`config.mk`:
```
export PLATFORM = sky130hd
export DESIGN_NAME = service_4_alarm_setter_flat
export DESIGN_NICKNAME = d
export VERILOG_FILES = /design/src/rtl/service_4_alarm_setter_pkg.sv /design/src/rtl/service_4_alarm_setter_if.sv /design/src/rtl/service_4_alarm_setter_bcd_time_step.sv /design/src/rtl/service_4_alarm_setter.sv /design/src/flat_wrapper.sv
export SDC_FILE = /design/constraint.sdc
export NUM_CORES = 1
export LEC_CHECK = 0
export ABC_AREA = 1
export ABC_CLOCK_PERIOD_IN_PS = 6600
export CORE_MARGIN = 2
export CORE_UTILIZATION = 42
export DETAILED_ROUTE_END_ITERATION = 7
export SLEW_MARGIN = 25
export SYNTH_ARGS = -nofsm -noshare
export SYNTH_HDL_FRONTEND = slang
export SYNTH_SLANG_ARGS = --single-unit
```
`constraint.sdc`:
```
create_clock -name s2clk -period 6.6 [get_ports s2clk]
set_clock_uncertainty 0.1 [all_clocks]
set_input_delay 1.98 -clock s2clk [delete_from_list [all_inputs] [get_ports s2clk]]
set_output_delay 1.98 -clock s2clk [all_outputs]
set_load 0.1 [all_outputs]
```
`src/rtl/service_4_alarm_setter_pkg.sv`:
```
// Shared codes for the Service_4 alarm setter: alarm-check states, edit field select, BCD field slices.
package service_4_alarm_setter_pkg;
  typedef enum logic [2:0] {S0 = 3'b000, S1 = 3'b001, S2 = 3'b010, S3 = 3'b100} alarm_state_e;
  typedef enum logic [1:0] {SEL_IDLE = 2'b00, SEL_HR = 2'b01, SEL_MIN = 2'b10} edit_sel_e;

  localparam int HR_HI  = 15;
  localparam int HR_LO  = 8;
  localparam int MIN_HI = 7;
  localparam int MIN_LO = 0;

  localparam int BTN_U   = 0;
  localparam int BTN_D   = 1;
  localparam int BTN_M   = 2;
  localparam int BTN_SNZ = 3;
  localparam int NUM_BTN = 4;

  function automatic logic [7:0] bcd_to_bin(input logic [7:0] bcd);
    return 8'(bcd[7:4]) * 8'd10 + 8'(bcd[3:0]);
  endfunction
endpackage

```
`src/rtl/service_4_alarm_setter_if.sv`:
```
// Button inputs, alarm-check state and alarm/display outputs of the alarm setter.
interface service_4_alarm_setter_if;
  logic        enable;
  logic        push_u;
  logic        push_d;
  logic        push_m;
  logic        snooze;
  logic [2:0]  alarm_state;
  logic [15:0] alarm;
  logic        alarm_valid;
  logic [15:0] edit_time;
  logic [1:0]  edit_sel;
  logic        blink;

  modport master (output enable, push_u, push_d, push_m, snooze, alarm_state,
                  input  alarm, alarm_valid, edit_time, edit_sel, blink);
  modport slave  (input  enable, push_u, push_d, push_m, snooze, alarm_state,
                  output alarm, alarm_valid, edit_time, edit_sel, blink);
endinterface

```
`src/rtl/service_4_alarm_setter_bcd_time_step.sv`:
```
// Combinational BCD add/subtract of one time field modulo MOD; carry flags wrap (or borrow).
module service_4_alarm_setter_bcd_time_step
  import service_4_alarm_setter_pkg::*;
#(
  parameter int MOD = 60
) (
  input  logic [7:0] val,
  input  logic [5:0] step,
  input  logic       dec,
  output logic [7:0] nxt,
  output logic       carry
);
  logic [7:0] bin, step8, sum, res;

  always_comb begin
    bin   = bcd_to_bin(val);
    step8 = 8'(step);
    sum   = bin + step8;
    res   = sum;
    carry = 1'b0;
    if (dec) begin
      if (step8 > bin) begin
        res   = bin + 8'(MOD) - step8;
        carry = 1'b1;
      end else begin
        res = bin - step8;
      end
    end else if (sum >= 8'(MOD)) begin
      res   = sum - 8'(MOD);
      carry = 1'b1;
    end
  end

  assign nxt = {4'(res / 8'd10), 4'(res % 8'd10)};
endmodule

```
`src/rtl/service_4_alarm_setter.sv`:
```
// Alarm-time writer: push-button HH:MM BCD editor with commit, blink and display feed.
// Optional snooze re-arm is built when SERVICE_4_SNOOZE_EN is defined.
module service_4_alarm_setter
  import service_4_alarm_setter_pkg::*;
#(
  parameter int BLINK_DIV  = 500,
  parameter int SNOOZE_MIN = 5
) (
  input  logic                       s2clk,
  input  logic                       reset,
  service_4_alarm_setter_if.slave    bus
);
  localparam int CW = $clog2(BLINK_DIV + 1);

  logic [NUM_BTN-1:0] btn_raw, btn_pulse;
  assign btn_raw = {bus.snooze, bus.push_m, bus.push_d, bus.push_u};

  for (genvar i = 0; i < NUM_BTN; i++) begin : g_btn
    logic [2:0] sync_q, sync_d;
    always_comb sync_d = {sync_q[1:0], btn_raw[i]};
    always_ff @(posedge s2clk or posedge reset)
      if (reset) sync_q <= '0;
      else       sync_q <= sync_d;
    assign btn_pulse[i] = sync_q[1] & ~sync_q[2];
  end

  edit_sel_e     state_q, state_d;
  logic [15:0]   edit_q, edit_d, alarm_q, alarm_d;
  logic          valid_q, valid_d, blink_q, blink_d;
  logic [CW-1:0] cnt_q, cnt_d;

  logic          u, d, m, ud, snz_go, snz_sel;
  logic [15:0]   step_src;
  logic [7:0]    hr_nxt, min_nxt;
  logic          min_carry, hr_carry, unused_hr_carry;

  assign u  = btn_pulse[BTN_U];
  assign d  = btn_pulse[BTN_D];
  assign m  = btn_pulse[BTN_M];
  assign ud = u ^ d;

`ifdef SERVICE_4_SNOOZE_EN
  assign snz_go = btn_pulse[BTN_SNZ] && (bus.alarm_state == S2) && valid_q;
`else
  logic unused_snz;
  assign snz_go     = 1'b0;
  assign unused_snz = ^{btn_pulse[BTN_SNZ], bus.alarm_state};
`endif

  // Steppers are shared: in IDLE they form the snooze adder on alarm, otherwise +/-1 on the edit buffer.
  assign snz_sel  = (state_q == SEL_IDLE);
  assign step_src = snz_sel ? alarm_q : edit_q;

  service_4_alarm_setter_bcd_time_step #(.MOD(60)) u_min_step (
    .val   (step_src[MIN_HI:MIN_LO]),
    .step  (snz_sel ? 6'(SNOOZE_MIN) : 6'd1),
    .dec   (~snz_sel & d),
    .nxt   (min_nxt),
    .carry (min_carry)
  );

  service_4_alarm_setter_bcd_time_step #(.MOD(24)) u_hr_step (
    .val   (step_src[HR_HI:HR_LO]),
    .step  (snz_sel ? {5'd0, min_carry} : 6'd1),
    .dec   (~snz_sel & d),
    .nxt   (hr_nxt),
    .carry (hr_carry)
  );
  assign unused_hr_carry = hr_carry;

  always_comb begin
    state_d = state_q;
    edit_d  = edit_q;
    alarm_d = alarm_q;
    valid_d = valid_q;
    unique case (state_q)
      SEL_IDLE: begin
        if (m && bus.enable) begin
          state_d = SEL_HR;
          edit_d  = alarm_q;
        end else if (snz_go) begin
          alarm_d = {hr_nxt, min_nxt};
        end
      end
      SEL_HR: begin
        if (!bus.enable) state_d = SEL_IDLE;
        else if (m)      state_d = SEL_MIN;
        else if (ud)     edit_d[HR_HI:HR_LO] = hr_nxt;
      end
      SEL_MIN: begin
        if (!bus.enable) begin
          state_d = SEL_IDLE;
        end else if (m) begin
          alarm_d = edit_q;
          valid_d = 1'b1;
          state_d = SEL_IDLE;
        end else if (ud) begin
          edit_d[MIN_HI:MIN_LO] = min_nxt;
        end
      end
      default: state_d = SEL_IDLE;
    endcase
  end

  // Counter is held at zero on the entry edge too, so the first half-period is a full BLINK_DIV.
  always_comb begin
    cnt_d   = cnt_q + CW'(1);
    blink_d = blink_q;
    if (state_q == SEL_IDLE || state_d == SEL_IDLE) begin
      cnt_d   = '0;
      blink_d = 1'b0;
    end else if (cnt_q == CW'(BLINK_DIV - 1)) begin
      cnt_d   = '0;
      blink_d = ~blink_q;
    end
  end

  always_ff @(posedge s2clk or posedge reset) begin
    if (reset) begin
      state_q <= SEL_IDLE;
      edit_q  <= '0;
      alarm_q <= '0;
      valid_q <= 1'b0;
      blink_q <= 1'b0;
      cnt_q   <= '0;
    end else begin
      state_q <= state_d;
      edit_q  <= edit_d;
      alarm_q <= alarm_d;
      valid_q <= valid_d;
      blink_q <= blink_d;
      cnt_q   <= cnt_d;
    end
  end

  assign bus.alarm       = alarm_q;
  assign bus.alarm_valid = valid_q;
  assign bus.edit_time   = edit_q;
  assign bus.edit_sel    = state_q;
  assign bus.blink       = blink_q;
endmodule

```
`src/flat_wrapper.sv`:
```
// flat-port wrapper written by rule: the top's interface ports become plain ports
module service_4_alarm_setter_flat import service_4_alarm_setter_pkg::*;
#(
  parameter int BLINK_DIV  = 500,
  parameter int SNOOZE_MIN = 5
)
  (s2clk, reset, bus_enable, bus_push_u, bus_push_d, bus_push_m, bus_snooze, bus_alarm_state, bus_alarm, bus_alarm_valid, bus_edit_time, bus_edit_sel, bus_blink);
  service_4_alarm_setter_if bus_i ();
  input  logic s2clk;
  input  logic reset;
  input wire logic [$bits(bus_i.enable)-1:0] bus_enable;
  input wire logic [$bits(bus_i.push_u)-1:0] bus_push_u;
  input wire logic [$bits(bus_i.push_d)-1:0] bus_push_d;
  input wire logic [$bits(bus_i.push_m)-1:0] bus_push_m;
  input wire logic [$bits(bus_i.snooze)-1:0] bus_snooze;
  input wire logic [$bits(bus_i.alarm_state)-1:0] bus_alarm_state;
  output wire logic [$bits(bus_i.alarm)-1:0] bus_alarm;
  output wire logic [$bits(bus_i.alarm_valid)-1:0] bus_alarm_valid;
  output wire logic [$bits(bus_i.edit_time)-1:0] bus_edit_time;
  output wire logic [$bits(bus_i.edit_sel)-1:0] bus_edit_sel;
  output wire logic [$bits(bus_i.blink)-1:0] bus_blink;
  assign bus_i.enable = bus_enable;
  assign bus_i.push_u = bus_push_u;
  assign bus_i.push_d = bus_push_d;
  assign bus_i.push_m = bus_push_m;
  assign bus_i.snooze = bus_snooze;
  assign bus_i.alarm_state = bus_alarm_state;
  assign bus_alarm = bus_i.alarm;
  assign bus_alarm_valid = bus_i.alarm_valid;
  assign bus_edit_time = bus_i.edit_time;
  assign bus_edit_sel = bus_i.edit_sel;
  assign bus_blink = bus_i.blink;
  service_4_alarm_setter #(.BLINK_DIV(BLINK_DIV), .SNOOZE_MIN(SNOOZE_MIN)) u_core (.s2clk(s2clk), .reset(reset), .bus(bus_i));
endmodule
```
Word-level counts from Yosys, hierarchy flattened

Cells that the tools add are included.
W data, S select, Z words.

Div/mod/pow operators: 4
$mul: 2
Add/subtract/negate cells: 13
Reduce and logical (&&, ||, !) cells: 10
Bitwise logic cells: 10
Order comparisons: 4
Eq/ne operators: 10
Mux-type cells: 31

Operators with widths:

| operator              | count |
|---|---|
| $mux W8               | 12 |
| $mux W16              | 2 |
| $pmux W8 S2           | 2 |
| $sub A8 B6 Y8         | 4 |
| $mux W9               | 2 |
| $add A8 B4 Y8         | 2 |
| $add A8 B6 Y8         | 2 |
| $div A8 B4 Y8 const B | 2 |
| $gt A6 B8 Y1          | 2 |
| $mod A8 B4 Y8 const B | 2 |
| $mul A4 B3 Y7 const B | 2 |
| $mux W2               | 5 |
| $ne A2 B2 Y1 const B  | 5 |
| $reduce_and A5 Y1     | 2 |
| $add A9 B1 Y9 const B | 1 |
| $eq A9 B9 Y1 const B  | 1 |
| $add A8 B5 Y8 const B | 1 |
| $add A8 B6 Y8 const B | 1 |
| $ge A8 B5 Y1 const B  | 1 |
| $ge A8 B6 Y1 const B  | 1 |
| $sub A8 B5 Y8 const B | 1 |
| $sub A8 B6 Y8 const B | 1 |
| $mux W1               | 6 |
| $pmux W2 S3           | 1 |
| 12 further kinds      | 23 |

Input port bits: 10
Output and inout bits: 36
Register bits: 54
Logic and storage cells: 94

Depth between registers and ports, before layout

Gate-level depths: netlist of the first run.

Depth after elaboration: 18
Gate-level depth with buffers: 60
Mapped depth without buffers: 59

Hierarchy

From an unflattened synthesis of the first run, not the netlist that was laid out.

Cells, all modules: 1,049
Area total of the unflattened synthesis: 7,013.0 um2

Modules (own cells, without submodules):

| module                                                    | times used | area an instance (um2) | cells an instance | seq. area each (um2) |
|---|---|---|---|---|
| service_4_alarm_setter                                    | 1          | 2,531.2                | 318               | 1,351.3 |
| service_4_alarm_setter_bcd_time_step at u_core.u_min_step | 1          | 2,324.7                | 375               | 0.0 |
| service_4_alarm_setter_bcd_time_step at u_core.u_hr_step  | 1          | 2,157.1                | 356               | 0.0 |

Worst setup path before layout of the first run

No wires, ideal clock.

Kind: register -> register
Start point: register u_core.state_q[0], in the netlist u_core.bus.edit_sel[0]
End point: register u_core.edit_q[9], in the netlist u_core.bus.edit_time[9]
Data required time: 6.380 ns
Stages on the path, launching flop included: 56
Clock period less this slack: 7.036 ns
Data arrival time: 6.816 ns
Buffers on the path: 2
Setup time: 0.120 ns
Setup slack: -0.436 ns
Path through: dfrtp_1 -> nor2_2 -> buf_6 -> buf_8 -> nand2_1 -> o21ai_2 -> ha_1 -> ha_1 -> ha_1 -> inv_1 -> ha_1 -> inv_1 -> o21ai_1 -> inv_1 -> nand2_1 -> nand2_1 -> inv_1 -> ha_1 -> (+20 left out) -> nand2_2 -> nand2_2 -> nand2_1 -> nand3_2 -> nand2_2 -> nand3_1 -> nand2_2 -> nand2_2 -> nand2_2 -> nand2_2 -> nand2_1 -> nand3_2 -> nand2_2 -> nand2_1 -> nand2_1 -> nand3_1 -> nand2_1 -> nand2_1

Longest elaborated chain between the ends: 18
Elaborated cells between the ends (all ways): 38
Classes of those cells: add/sub (8); mul (2); div (1); order compare (4); eq/ne (5); mux (13); bitwise (2); reduce/logical (3)

Ends and longest elaborated chain:

| item                                                 | RTL line                                                                               | RTL |
|---|---|---|
| from (decl)                                          | service_4_alarm_setter.sv:27                                                           | `edit_sel_e state_q, state_d;` |
| from (signal assigned)                               | service_4_alarm_setter.sv:127                                                          | `state_q <= state_d;` |
| $logic_not A2 Y1                                     | service_4_alarm_setter.sv:51, service_4_alarm_setter.sv:76                             |  |
| $mux W16                                             | service_4_alarm_setter.sv:52                                                           | `assign step_src = snz_sel ? alarm_q : edit_q;` |
| $mul A4 B3 Y7                                        | service_4_alarm_setter_pkg.sv:18                                                       | `return 8'(bcd[7:4]) * 8'd10 + 8'(bcd[3:0]);` |
| $add A8 B4 Y8                                        | service_4_alarm_setter_pkg.sv:18                                                       |  |
| $add A8 B6 Y8                                        | service_4_alarm_setter_bcd_time_step.sv:18                                             | `sum = bin + step8;` |
| $ge A8 B6 Y1                                         | service_4_alarm_setter_bcd_time_step.sv:28                                             | `end else if (sum >= 8'(MOD)) begin` |
| $mux W1                                              | service_4_alarm_setter_bcd_time_step.sv:28                                             |  |
| $mux W1                                              | service_4_alarm_setter_bcd_time_step.sv:21                                             | `if (dec) begin` |
| (+2 left out)                                        | n/a                                                                                    |  |
| $sub A8 B5 Y8 / $ge A8 B5 Y1 (equally long branches) | service_4_alarm_setter_bcd_time_step.sv:29, service_4_alarm_setter_bcd_time_step.sv:28 |  |
| $mux W8                                              | service_4_alarm_setter_bcd_time_step.sv:28                                             |  |
| $mux W8                                              | service_4_alarm_setter_bcd_time_step.sv:21                                             |  |
| $mod A8 B4 Y8                                        | service_4_alarm_setter_bcd_time_step.sv:34                                             | `assign nxt = {4'(res / 8'd10), 4'(res % 8'd10)};` |
| $mux W8                                              | service_4_alarm_setter.sv:88                                                           | `else if (ud) edit_d[HR_HI:HR_LO] = hr_nxt;` |
| $mux W8                                              | service_4_alarm_setter.sv:87                                                           | `else if (m) state_d = SEL_MIN;` |
| $mux W8                                              | service_4_alarm_setter.sv:86                                                           | `if (!bus.enable) state_d = SEL_IDLE;` |
| $pmux W8 S2                                          | service_4_alarm_setter.sv:76                                                           | `unique case (state_q)` |
| to (signal assigned)                                 | service_4_alarm_setter.sv:128                                                          | `edit_q <= edit_d;` |
| to (decl)                                            | service_4_alarm_setter.sv:28                                                           | `logic [15:0] edit_q, edit_d, alarm_q, alarm_d;` |

Several ways; a longest one is shown, not always the timed one. The select of a mux whose other input is x is not followed.
A chain may end at the register's enable or synchronous reset.

Worst setup path after layout of the first run

Same ends and word-level chain as after synthesis.

==> results of run 1 <==
-- cells in the final DEF, fill, tap and decap left out, types with 4 or more instances in the layout --
master,n
nand4_1,8
dfrtp_1,52
nand2_2,50
nor3_1,4
xor2_1,16
nor2_4,6
o21ai_1,7
inv_4,5
ha_4,12
clkbuf_16,5
inv_1,109
a21oi_2,6
clkdlybuf4s50_1,41
o21ai_0,59
inv_2,20
a31oi_1,4
nor2_1,44
nor2_2,7
xor2_2,4
buf_4,52
nand3_1,53
fa_1,4
nand2_1,199
o21ai_2,7
ha_1,28
a21oi_1,30
nand3_2,17
nand2_4,15
xnor2_1,5
or2_2,4
-- per-stage QoR --
| stage | TNS, ps | hold slack (ps) | instance area (um2) | total power, mW | instances |
|---|---|---|---|---|---|
| 2_1_floorplan | 0 | 231 | 5520 | 1.49 | 824 |
| 3_3_place_gp | -530 | 233 | 6340 | 1.78 | 1062 |
| 3_5_place_dp | -866 | 236 | 6350 | 1.82 | 1062 |
| 4_1_cts | 0 | 253 | 6590 | 2.16 | 1074 |
| 5_1_grt | -486 | 259 | 7130 | 2.67 | 1090 |
| 6_report | 0 | 251 | 7130 | 2.46 | 1090 |
-- synth_stat cells, drive strengths merged (2+ instances only) --
cell	count	area, um2
o21a	2	15.0
buf	3	37.5
xnor2	7	80.1
fa	5	100
o21ai	76	407
nand4	8	50.1
o211ai	2	15.0
a21oi	37	200
ha	42	526
xor2	20	198
nand2	264	1110
clkbuf	7	26.3
o22ai	3	18.8
nand3	73	405
clkinv	2	7.51
nand3b	2	15.0
a31oi	4	25.0
or2	6	37.5
inv	134	503
dfrtp	54	1350
nor2	56	240
nor3	6	41.3
-- cells by family (layout without fill, tap and decap cells) --
logic type / after synthesis / after routing / synth area share
buffers and inverters: 146 / 239 / 0.104
xor gates and xnor gates: 27 / 27 / 0.0505
adders and majority gates: 47 / 47 / 0.114
AOI/OAI and AO/OA: 130 / 130 / 0.134
DFF: 54 / 54 / 0.246
and+or+nand+nor: 420 / 421 / 0.352
-- per-layer routing --
layer | up-vias | track usage
li1 | 2817 | -
met1 | 2512 | 0.273
met2 | 87 | 0.322
met3 | 7 | 0.0217
met4 | 0 | 0.0387
met5 | - | 0
-- state kept, by name, summed over array words and instances, names as in the netlist --
register,cells
u_core.bus.edit_time,16
u_core.g_btn.sync_q,9
u_core.bus.blink,1
u_core.bus.alarm,16
u_core.bus.alarm_valid,1
u_core.cnt_q,9
u_core.bus.edit_sel,2
-- cell type report --
class                   count  area [um2]  share of cell area
multi-input cells         625        4040               0.567
flip-flops and latches     54        1350               0.190
clock inverters             3        47.5             0.00667
well taps                 172         215              0.0302
inverters                 136         523              0.0733
repair buffers             95         823               0.115
clock buffers               5         125              0.0175
-- where the power goes --
group / internal (mW) / total [mW] / switching (mW)
Clock: 0.181 / 0.309 / 0.128
Combinational: 0.636 / 1.77 / 1.13
Sequential: 0.360 / 0.386 / 0.0257
Total: 1.18 / 2.46 / 1.28
-- repair_timing --
action,4_1_cts,5_1_grt
buffers inserted,3,18
cloned,1,0
endpoints found under the setup margin,4,5
resized for setup,11,109
pin swaps,5,59
-- worst max-delay path by stage --
stage                                 from                  endpoint  slack (ps)  depth (start not counted)
floorplan           u_core.bus.edit_sel[0]   u_core.bus.edit_time[9]          30                         54
global placement    u_core.bus.edit_sel[0]  u_core.bus.edit_time[10]        -160                         55
detailed placement  u_core.bus.edit_sel[0]  u_core.bus.edit_time[10]        -240                         55
CTS                 u_core.bus.edit_sel[1]  u_core.bus.edit_time[10]           2                         53
global route        u_core.bus.edit_sel[0]   u_core.bus.edit_time[9]        -160                         55
finish              u_core.bus.edit_sel[0]   u_core.bus.edit_time[9]         310                         55
==> results.sh, run 1 <==
export IMPL_wl_met1_um=6620
export IMPL_route_detailed_drc=0
export IMPL_io_buffer_count=41
export IMPL_htreeDepth=2
export IMPL_drt_first_pass_iters=6
export IMPL_grt_pass1_wl_um=23000
export IMPL_status="completed"
export IMPL_ys_seq_area_frac=0.246
export IMPL_cp_arrival_ps=6390
export IMPL_pre_cts_ws_ps=-243
export IMPL_root_buffer="clkbuf_16"
export IMPL_wl_um=13900
export IMPL_routedWlPerCell_um=12.7
export IMPL_clk_latency_ps=300
export IMPL_ant_nets=0
export IMPL_hold_path_depth=0
export IMPL_timing_final_ws_setup_ps=306
export IMPL_cts_tree="done"
export IMPL_clkSinkCount=54
export IMPL_grtUsageTotal=0.194
export IMPL_slowest_stage="dfrtp_2"
export IMPL_netlist_area_mm2=0.00550
export IMPL_tightest_slew_ps=999
export IMPL_synthArstFlopShare=1.00
export IMPL_fmax_ghz=0.159
export IMPL_ys_types=48
export IMPL_vdd_drop_max_uv=291
export IMPL_rr_worst_depth=55
export IMPL_wl_met3_um=489
export IMPL_wl_met2_um=6630
export IMPL_via_per_inst=4.98
export IMPL_dr_total_vias=5423
export IMPL_synth_ff_type="dfrtp_1"
export IMPL_critPathLaunchType="flip-flop"
export IMPL_fin_crit_ps=6290
export IMPL_dpl_hpwl_um=10500
export IMPL_num_antenna_cells=0
export IMPL_cp_common_cell="nand2_2"
export IMPL_ios=46
export IMPL_endpoint_kind="flip-flop"
export IMPL_yosysWarnings=0
export IMPL_worstHoldPathType="flip-flop to flip-flop"
export IMPL_slew_headroom=0.332
export IMPL_start_util=0.432
export IMPL_max_stage_delay_ps=480
export IMPL_hold_path_startpoint="u_core.g_btn[1].sync_q[0]"
export IMPL_crit_type="flip-flop to flip-flop"
export IMPL_synth_seq_cells=54
export IMPL_finalSetupViolCount=0
export IMPL_hold_buffers=0
export IMPL_max_cap_violations=0
export IMPL_p_leak_nw=3.47
export IMPL_syn_to_final_growth_pct=29.7
export IMPL_rsz0062_at_grt="yes"
export IMPL_grt_start_max_net_pins=55
export IMPL_worstPathMaxFanout=5
export IMPL_finalHoldViolCount=0
export IMPL_syn_area_per_cell_um2=6.67
export IMPL_drt_iter0_markers=298
export IMPL_drive_above_1_share=0.253
export IMPL_die_x_um=118
export IMPL_std_cell_rows=41
export IMPL_crit_family="simple AND/OR/NAND/NOR gates"
export IMPL_synth_nets=881
export IMPL_cp_num_buf_inv=9
export IMPL_core_area_mm2=0.0127
export IMPL_final_util=0.561
export IMPL_grt_overflow=0
export IMPL_worst_ep_required_time_ps=6690
export IMPL_worstHoldEndpoint="u_core.g_btn[1].sync_q[1]"
export IMPL_r2r_end="u_core.bus.edit_time[9]"
export IMPL_rrSetupSlack_ps=310
export IMPL_period_share=0.954
export IMPL_cts_buffer_depth=2
export IMPL_cts_buffers=5
export IMPL_die_area_mm2=0.0140
export IMPL_gp_congestion=0.862
export IMPL_fill_cells=1272
export IMPL_clk_pin_slew_ps=70
export IMPL_final_nets=974
export IMPL_die_h_um=118
export IMPL_grt_antenna_before_repair=0
export IMPL_syn_inst=824
export IMPL_power_density_mw_per_mm2=345
export IMPL_grt_pass1_vias=4975
export IMPL_top_layer_used="met4"
export IMPL_slew_viol_final=0
export IMPL_r2r_start="u_core.bus.edit_sel[0]"
export IMPL_synth_edf_count=0
(Power assumes the default switching activity.)
==> run 2: changes to the inputs <==
- CAP_MARGIN: unset -> 30
- CTS_BUF_LIST: unset -> sky130_fd_sc_hd__clkbuf_4
- CTS_CLUSTER_SIZE: unset -> 10
==> run 2 against run 1 <==
Clock power decreased by 36%; power decreased by 3.1%; combinational power about the same; via count increased by 0.77%; register-to-register slack got worse by 90 ps; design area decreased by 1.2%; final cell count unchanged; sequential power about the same; count of clock-buffer cells in the layout unchanged; sequential cell count unchanged; critical endpoint is now u_core.bus.edit_time[11]; largest cell class unchanged; highest routed layer unchanged.
==> results.sh, run 2 (synthesis gave the netlist of run 1 again) <==
export IMPL_std_cell_rows=41
export IMPL_tightest_slew_ps=1000
export IMPL_max_stage_delay_ps=510
export IMPL_grtUsageTotal=0.192
export IMPL_grt_overflow=0
export IMPL_critPathLaunchType="flip-flop"
export IMPL_hold_path_depth=0
export IMPL_slowest_stage="dfrtp_2"
export IMPL_die_x_um=118
export IMPL_power_density_mw_per_mm2=339
export IMPL_r2r_end="u_core.bus.edit_time[11]"
export IMPL_htreeDepth=2
export IMPL_core_area_mm2=0.0127
export IMPL_final_setup_tns_ps=0
export IMPL_route_detailed_drc=0
export IMPL_max_cap_violations=0
export IMPL_start_util=0.432
export IMPL_num_antenna_cells=0
export IMPL_crit_type="flip-flop to flip-flop"
export IMPL_wl_um=13900
export IMPL_dr_total_vias=5465
export IMPL_grt_antenna_before_repair=0
export IMPL_cts_buffers=5
export IMPL_holdWs_ps=269
export IMPL_endpoint_kind="flip-flop"
export IMPL_rsz0062_at_grt="yes"
export IMPL_slew_headroom=0.331
export IMPL_dpl_hpwl_um=10500
export IMPL_io_buffer_count=41
export IMPL_drt_first_pass_iters=7
export IMPL_r2r_start="u_core.bus.edit_sel[0]"
export IMPL_cp_arrival_ps=6630
export IMPL_rr_worst_depth=55
export IMPL_cts_tree="done"
export IMPL_clkSinkCount=54
export IMPL_grt_pass1_vias=4947
export IMPL_vdd_drop_max_uv=287
export IMPL_finalHoldViolCount=0
export IMPL_status="completed"
export IMPL_routedWlPerCell_um=12.7
export IMPL_grt_start_max_net_pins=55
export IMPL_fill_cells=1284
export IMPL_syn_to_final_growth_pct=28.2
export IMPL_hold_path_startpoint="u_core.g_btn[1].sync_q[0]"
export IMPL_slew_viol_final=0
export IMPL_worstPathMaxFanout=5
export IMPL_finalNonFillerCells=1090
export IMPL_worst_ep_required_time_ps=6850
export IMPL_p_leak_nw=3.44
export IMPL_ant_nets=0
export IMPL_clk_pin_slew_ps=180
export IMPL_final_cell_mix="200 x nand2_1, 110 x inv_1, 58 x o21ai_0"
export IMPL_root_buffer="clkbuf_4"
export IMPL_hold_buffers=0
export IMPL_rrSetupSlack_ps=220
export IMPL_clk_latency_ps=410
export IMPL_gp_congestion=0.862
export IMPL_via_per_inst=5.01
export IMPL_power_mw=2.39
export IMPL_grt_pass1_wl_um=22800
export IMPL_multiInputGateArea_mm2=0.00405
export IMPL_fmax_ghz=0.157
export IMPL_period_share=0.967
export IMPL_finalSetupViolCount=0
export IMPL_cp_common_cell="nand2_2"
export IMPL_cts_buffer_depth=2
export IMPL_final_common_cell="nand2_1"
export IMPL_ios=46
export IMPL_die_h_um=118
export IMPL_seq_area_mm2=0.00135
export IMPL_final_util=0.554
export IMPL_die_area_mm2=0.0140
export IMPL_drt_iter0_markers=331
export IMPL_worstHoldEndpoint="u_core.g_btn[1].sync_q[1]"
export IMPL_dp_cells=1062
export IMPL_fin_crit_ps=6380
export IMPL_final_nets=974
export IMPL_drive_above_1_share=0.249
export IMPL_worstHoldPathType="flip-flop to flip-flop"
-- run 2: cell counts in the layout (fill, tap and decap cells not counted) --
Identical to the previous run, type by type.
-- run 2: stage by stage --
stage               setup slack (ps)  instance area, um2
global route                    -196                7050
global placement                -158                6340
CTS                             11.3                6510
detailed placement              -243                6350
finish                           218                7050
floorplan                       33.5                5520
-- run 2: how the worst max path moves through the flow --
stage | cells after the start | endpoint | startpoint | slack, ps
2_1_floorplan | 54 | u_core.bus.edit_time[9] | u_core.bus.edit_sel[0] | 30
3_3_place_gp | 55 | u_core.bus.edit_time[10] | u_core.bus.edit_sel[0] | -160
3_5_place_dp | 55 | u_core.bus.edit_time[10] | u_core.bus.edit_sel[0] | -240
4_1_cts | 53 | u_core.bus.edit_time[10] | u_core.bus.edit_sel[1] | 10
5_1_grt | 55 | u_core.bus.edit_time[11] | u_core.bus.edit_sel[0] | -200
6_report | 55 | u_core.bus.edit_time[11] | u_core.bus.edit_sel[0] | 220
-- run 2: layer usage --
metal,vias to the layer above,part of all wire,track usage
li1,2818,-,-
met1,2540,0.47,0.274
met2,98,0.48,0.319
met3,9,0.034,0.0174
met4,0,0.0096,0.0387
met5,-,0,0
-- run 2: report_power, final --
part / switching (mW) / total, mW / internal [mW]
registers: 0.0259 / 0.386 / 0.360
logic: 1.15 / 1.80 / 0.654
clock network: 0.116 / 0.198 / 0.0820
-- run 2: area by class of cell --
cell class / instances / area share
multi-input cells: 625 / 0.574
well taps: 172 / 0.0305
flip-flops and latches: 54 / 0.192
clock buffers: 5 / 0.00532
repair buffers: 95 / 0.117
inverters: 136 / 0.0742
clock inverters: 3 / 0.00674
-- run 2: timing repair --
action,CTS,global route
buffers inserted,3,18
pin swaps,5,58
endpoints found under the hold margin,0,0
setup endpoints to repair,4,5
gates resized for setup,14,106
gates cloned,1,0
-- run 2: critical path, delay by kind of cell (launching register included) --
kind,cells,cell delay [ps]
adders and majority gates,7,1430
DFF,1,510
buffers and inverters,10,550
and+or+nand+nor,32,2920
AOI/OAI and AO/OA,6,780
==> run 3: changes to the inputs <==
- ABC_AREA: 1 -> unset
- CORE_MARGIN: 2 -> 1
==> run 3 against run 2 <==
The flow now finishes with violations (negative setup slack); hold slack got worse by 1.5 ps; routed wire length rose by 40%; power rose by 12%; fmax fell by 16%; register-to-register slack got worse by 1300 ps; critical path depth fell by 15; critical endpoint is now u_core.bus.edit_time[10]; largest cell class unchanged.
==> results.sh, run 3 <==
export IMPL_finalSetupViolCount=7
export IMPL_synth_seq_cells=54
export IMPL_final_cell_mix="210 x buf_4, 61 x nor2_1, 60 x nand2_1"
export IMPL_gp_congestion=0.887
export IMPL_synth_edf_count=0
export IMPL_start_util=0.430
export IMPL_multiInputGateArea_mm2=0.00517
export IMPL_fill_cells=1263
export IMPL_p_comb_frac=0.796
export IMPL_std_cell_rows=44
export IMPL_io_buffer_count=41
export IMPL_cp_num_buf_inv=8
export IMPL_route_detailed_drc=0
export IMPL_syn_area_per_cell_um2=8.44
export IMPL_period_share=1.16
export IMPL_ys_seq_area_frac=0.216
export IMPL_die_area_mm2=0.0154
export IMPL_syn_inst=740
export IMPL_r2r_end="u_core.bus.edit_time[10]"
export IMPL_clk_pin_slew_ps=160
export IMPL_die_h_um=124
export IMPL_cts_tree="done"
export IMPL_worst_ep_required_time_ps=6750
export IMPL_cp_arrival_ps=7780
export IMPL_stdcell_area_mm2=0.00901
export IMPL_final_util=0.620
export IMPL_r2r_start="u_core.bus.edit_sel[1]"
export IMPL_cts_buffers=5
export IMPL_p_leak_nw=4.03
export IMPL_drt_iter0_markers=269
export IMPL_pre_cts_ws_ps=-1270
export IMPL_grtUsageTotal=0.243
export IMPL_drt_first_pass_iters=4
export IMPL_yosysMostFrequentCell="nor2_1"
export IMPL_syn_to_final_growth_pct=44.2
export IMPL_rrSetupSlack_ps=-1040
export IMPL_ant_nets=0
export IMPL_final_common_cell="buf_4"
export IMPL_status="finished, violations left"
export IMPL_yosysWarnings=0
export IMPL_crit_cells=40
export IMPL_grt_antenna_before_repair=0
export IMPL_fin_crit_ps=7640
export IMPL_ys_types=98
export IMPL_finalNonFillerCells=1161
export IMPL_grt_start_max_net_pins=55
export IMPL_dr_total_vias=6554
export IMPL_grt_overflow=0
export IMPL_timing_final_ws_setup_ps=-1040
export IMPL_synthArstFlopShare=1.00
export IMPL_htreeDepth=2
export IMPL_crit_type="flip-flop to flip-flop"
export IMPL_dpl_hpwl_um=15100
export IMPL_crit_start="u_core.bus.edit_sel[1]"
export IMPL_clkSinkCount=54
export IMPL_clock_power_share=0.057
export IMPL_drive_above_1_share=0.396
export IMPL_finalHoldViolCount=0
export IMPL_rr_worst_depth=40
export IMPL_final_setup_tns_ps=-5920
export IMPL_violations="negative setup slack"
export IMPL_grt_pass1_vias=6375
export IMPL_fmax_ghz=0.131
export IMPL_seq_area_mm2=0.00135
export IMPL_worstHoldPathType="flip-flop to flip-flop"
export IMPL_netSwitchingFraction=0.485
export IMPL_worstPathMaxFanout=5
export IMPL_p_seq_frac=0.147
export IMPL_endpoint_kind="flip-flop"
export IMPL_die_x_um=124
export IMPL_max_cap_violations=0
export IMPL_routedWlPerCell_um=16.7
export IMPL_p_switching_mw=1.30
export IMPL_netlist_area_mm2=0.00625
export IMPL_final_nets=1033
export IMPL_ios=46
export IMPL_grt_pass1_wl_um=29900
export IMPL_p_int_mw=1.38
export IMPL_rsz0062_at_grt="yes"
export IMPL_synth_nets=797
export IMPL_synthTopCellsByCount="70 x nor2_1, 62 x nand2_1, 54 x dfrtp_1"
export IMPL_synth_top_area_cell="dfrtp_1"
export IMPL_place_area_mm2=0.00833
export IMPL_power_density_mw_per_mm2=296
export IMPL_critPathLaunchType="flip-flop"
export IMPL_synth_ff_type="dfrtp_1"
export IMPL_num_antenna_cells=0
export IMPL_max_stage_delay_ps=500
export IMPL_power_mw=2.67
export IMPL_synth_area_leaders="dfrtp_1 22%, ha_1 8.4%, xnor2_1 5.9%"
export IMPL_vdd_drop_max_uv=399
export IMPL_crit_family="compound AO/OA/AOI/OAI gates"
export IMPL_slew_viol_final=0
export IMPL_yosysTopAreaCellShare=0.216
export IMPL_cts_buffer_depth=2
export IMPL_core_area_mm2=0.0145
export IMPL_endpoint="u_core.bus.edit_time[10]"
export IMPL_holdWs_ps=267
export IMPL_slowest_stage="or4_1"
export IMPL_slew_headroom=0.341
export IMPL_root_buffer="clkbuf_4"
export IMPL_tightest_slew_ps=985
export IMPL_hold_buffers=0
export IMPL_clk_latency_ps=370
export IMPL_wl_um=19300
export IMPL_via_per_inst=5.65
export IMPL_dp_cells=1124
==> run 3: cell types whose count changed after synthesis, moves of 31 or more <==
cell,delta
inv_1,-98
nand3_1,-36
nand2_2,-39
mux2_2,+31
nand2_1,-159
o21ai_0,-38
xnor2_1,+36
==> run 3: cell type report <==
cell class / instances / area share
multi-input cells: 625 / 0.574
repair buffers: 258 / 0.230
inverters: 32 / 0.0136
well taps: 184 / 0.0255
flip-flops and latches: 54 / 0.150
clock buffers: 5 / 0.00416
clock inverters: 3 / 0.00278
==> run 3: logic make-up after synthesis <==
group / after synthesis / share of synthesized area
XOR/XNOR: 58 / 0.0881
buffers and inverters: 61 / 0.0390
flip-flops: 54 / 0.216
adder cells (fa/ha/maj): 48 / 0.102
AND/OR/NAND/NOR: 264 / 0.211
AO/OA/AOI/OAI: 206 / 0.259
multiplexers: 49 / 0.0855
==> run 3: how the worst min path moves through the flow <==
stage / from / to / cells past startpoint
final: u_core.g_btn[1].sync_q[0] / u_core.g_btn[1].sync_q[1] / 0
after global routing: u_core.g_btn[1].sync_q[0] / u_core.g_btn[1].sync_q[1] / 0
after CTS: u_core.g_btn[1].sync_q[0] / u_core.g_btn[1].sync_q[1] / 0
after detailed placement: u_core.g_btn[1].sync_q[0] / u_core.g_btn[1].sync_q[1] / 0
after global placement: u_core.g_btn[0].sync_q[0] / u_core.g_btn[0].sync_q[1] / 0
after floorplan: u_core.g_btn[0].sync_q[0] / u_core.g_btn[0].sync_q[1] / 0
==> run 3: power groups by stage <==
stage	Sequential (mW)	Combinational (mW)	Clock [mW]
after floorplan	0.590	0.948	0
after global placement	0.396	1.74	0
after detailed placement	0.398	1.77	0
after CTS	0.392	1.96	0.156
after global routing	0.397	2.29	0.166
final	0.392	2.13	0.153
==> run 3: metal layers <==
| metal | routed length [um] | up-vias | global-route usage |
|---|---|---|---|
| met5 | 0 | - | 0 |
| met4 | 303 | 0 | 0.0528 |
| met3 | 247 | 24 | 0.0174 |
| met2 | 10400 | 92 | 0.467 |
| met1 | 8350 | 3209 | 0.293 |
| li1 | - | 3229 | - |
==> run 3: worst register-to-register path: cells and delay by family, from the launching register on <==
family | cells | cell delay (ps)
AND/OR/NAND/NOR | 11 | 1970
multiplexers | 1 | 320
XOR/XNOR | 1 | 160
AO/OA/AOI/OAI | 12 | 2190
flip-flops | 1 | 430
buffers and inverters | 8 | 1000
adder cells (fa/ha/maj) | 7 | 1350
==> run 3: repair_timing <==
item | 4_1_cts | 5_1_grt
gates resized for setup | 25 | 57
cloned | 0 | 0
pin swaps | 33 | 47
setup endpoints to repair | 9 | 11
buffers inserted | 14 | 13
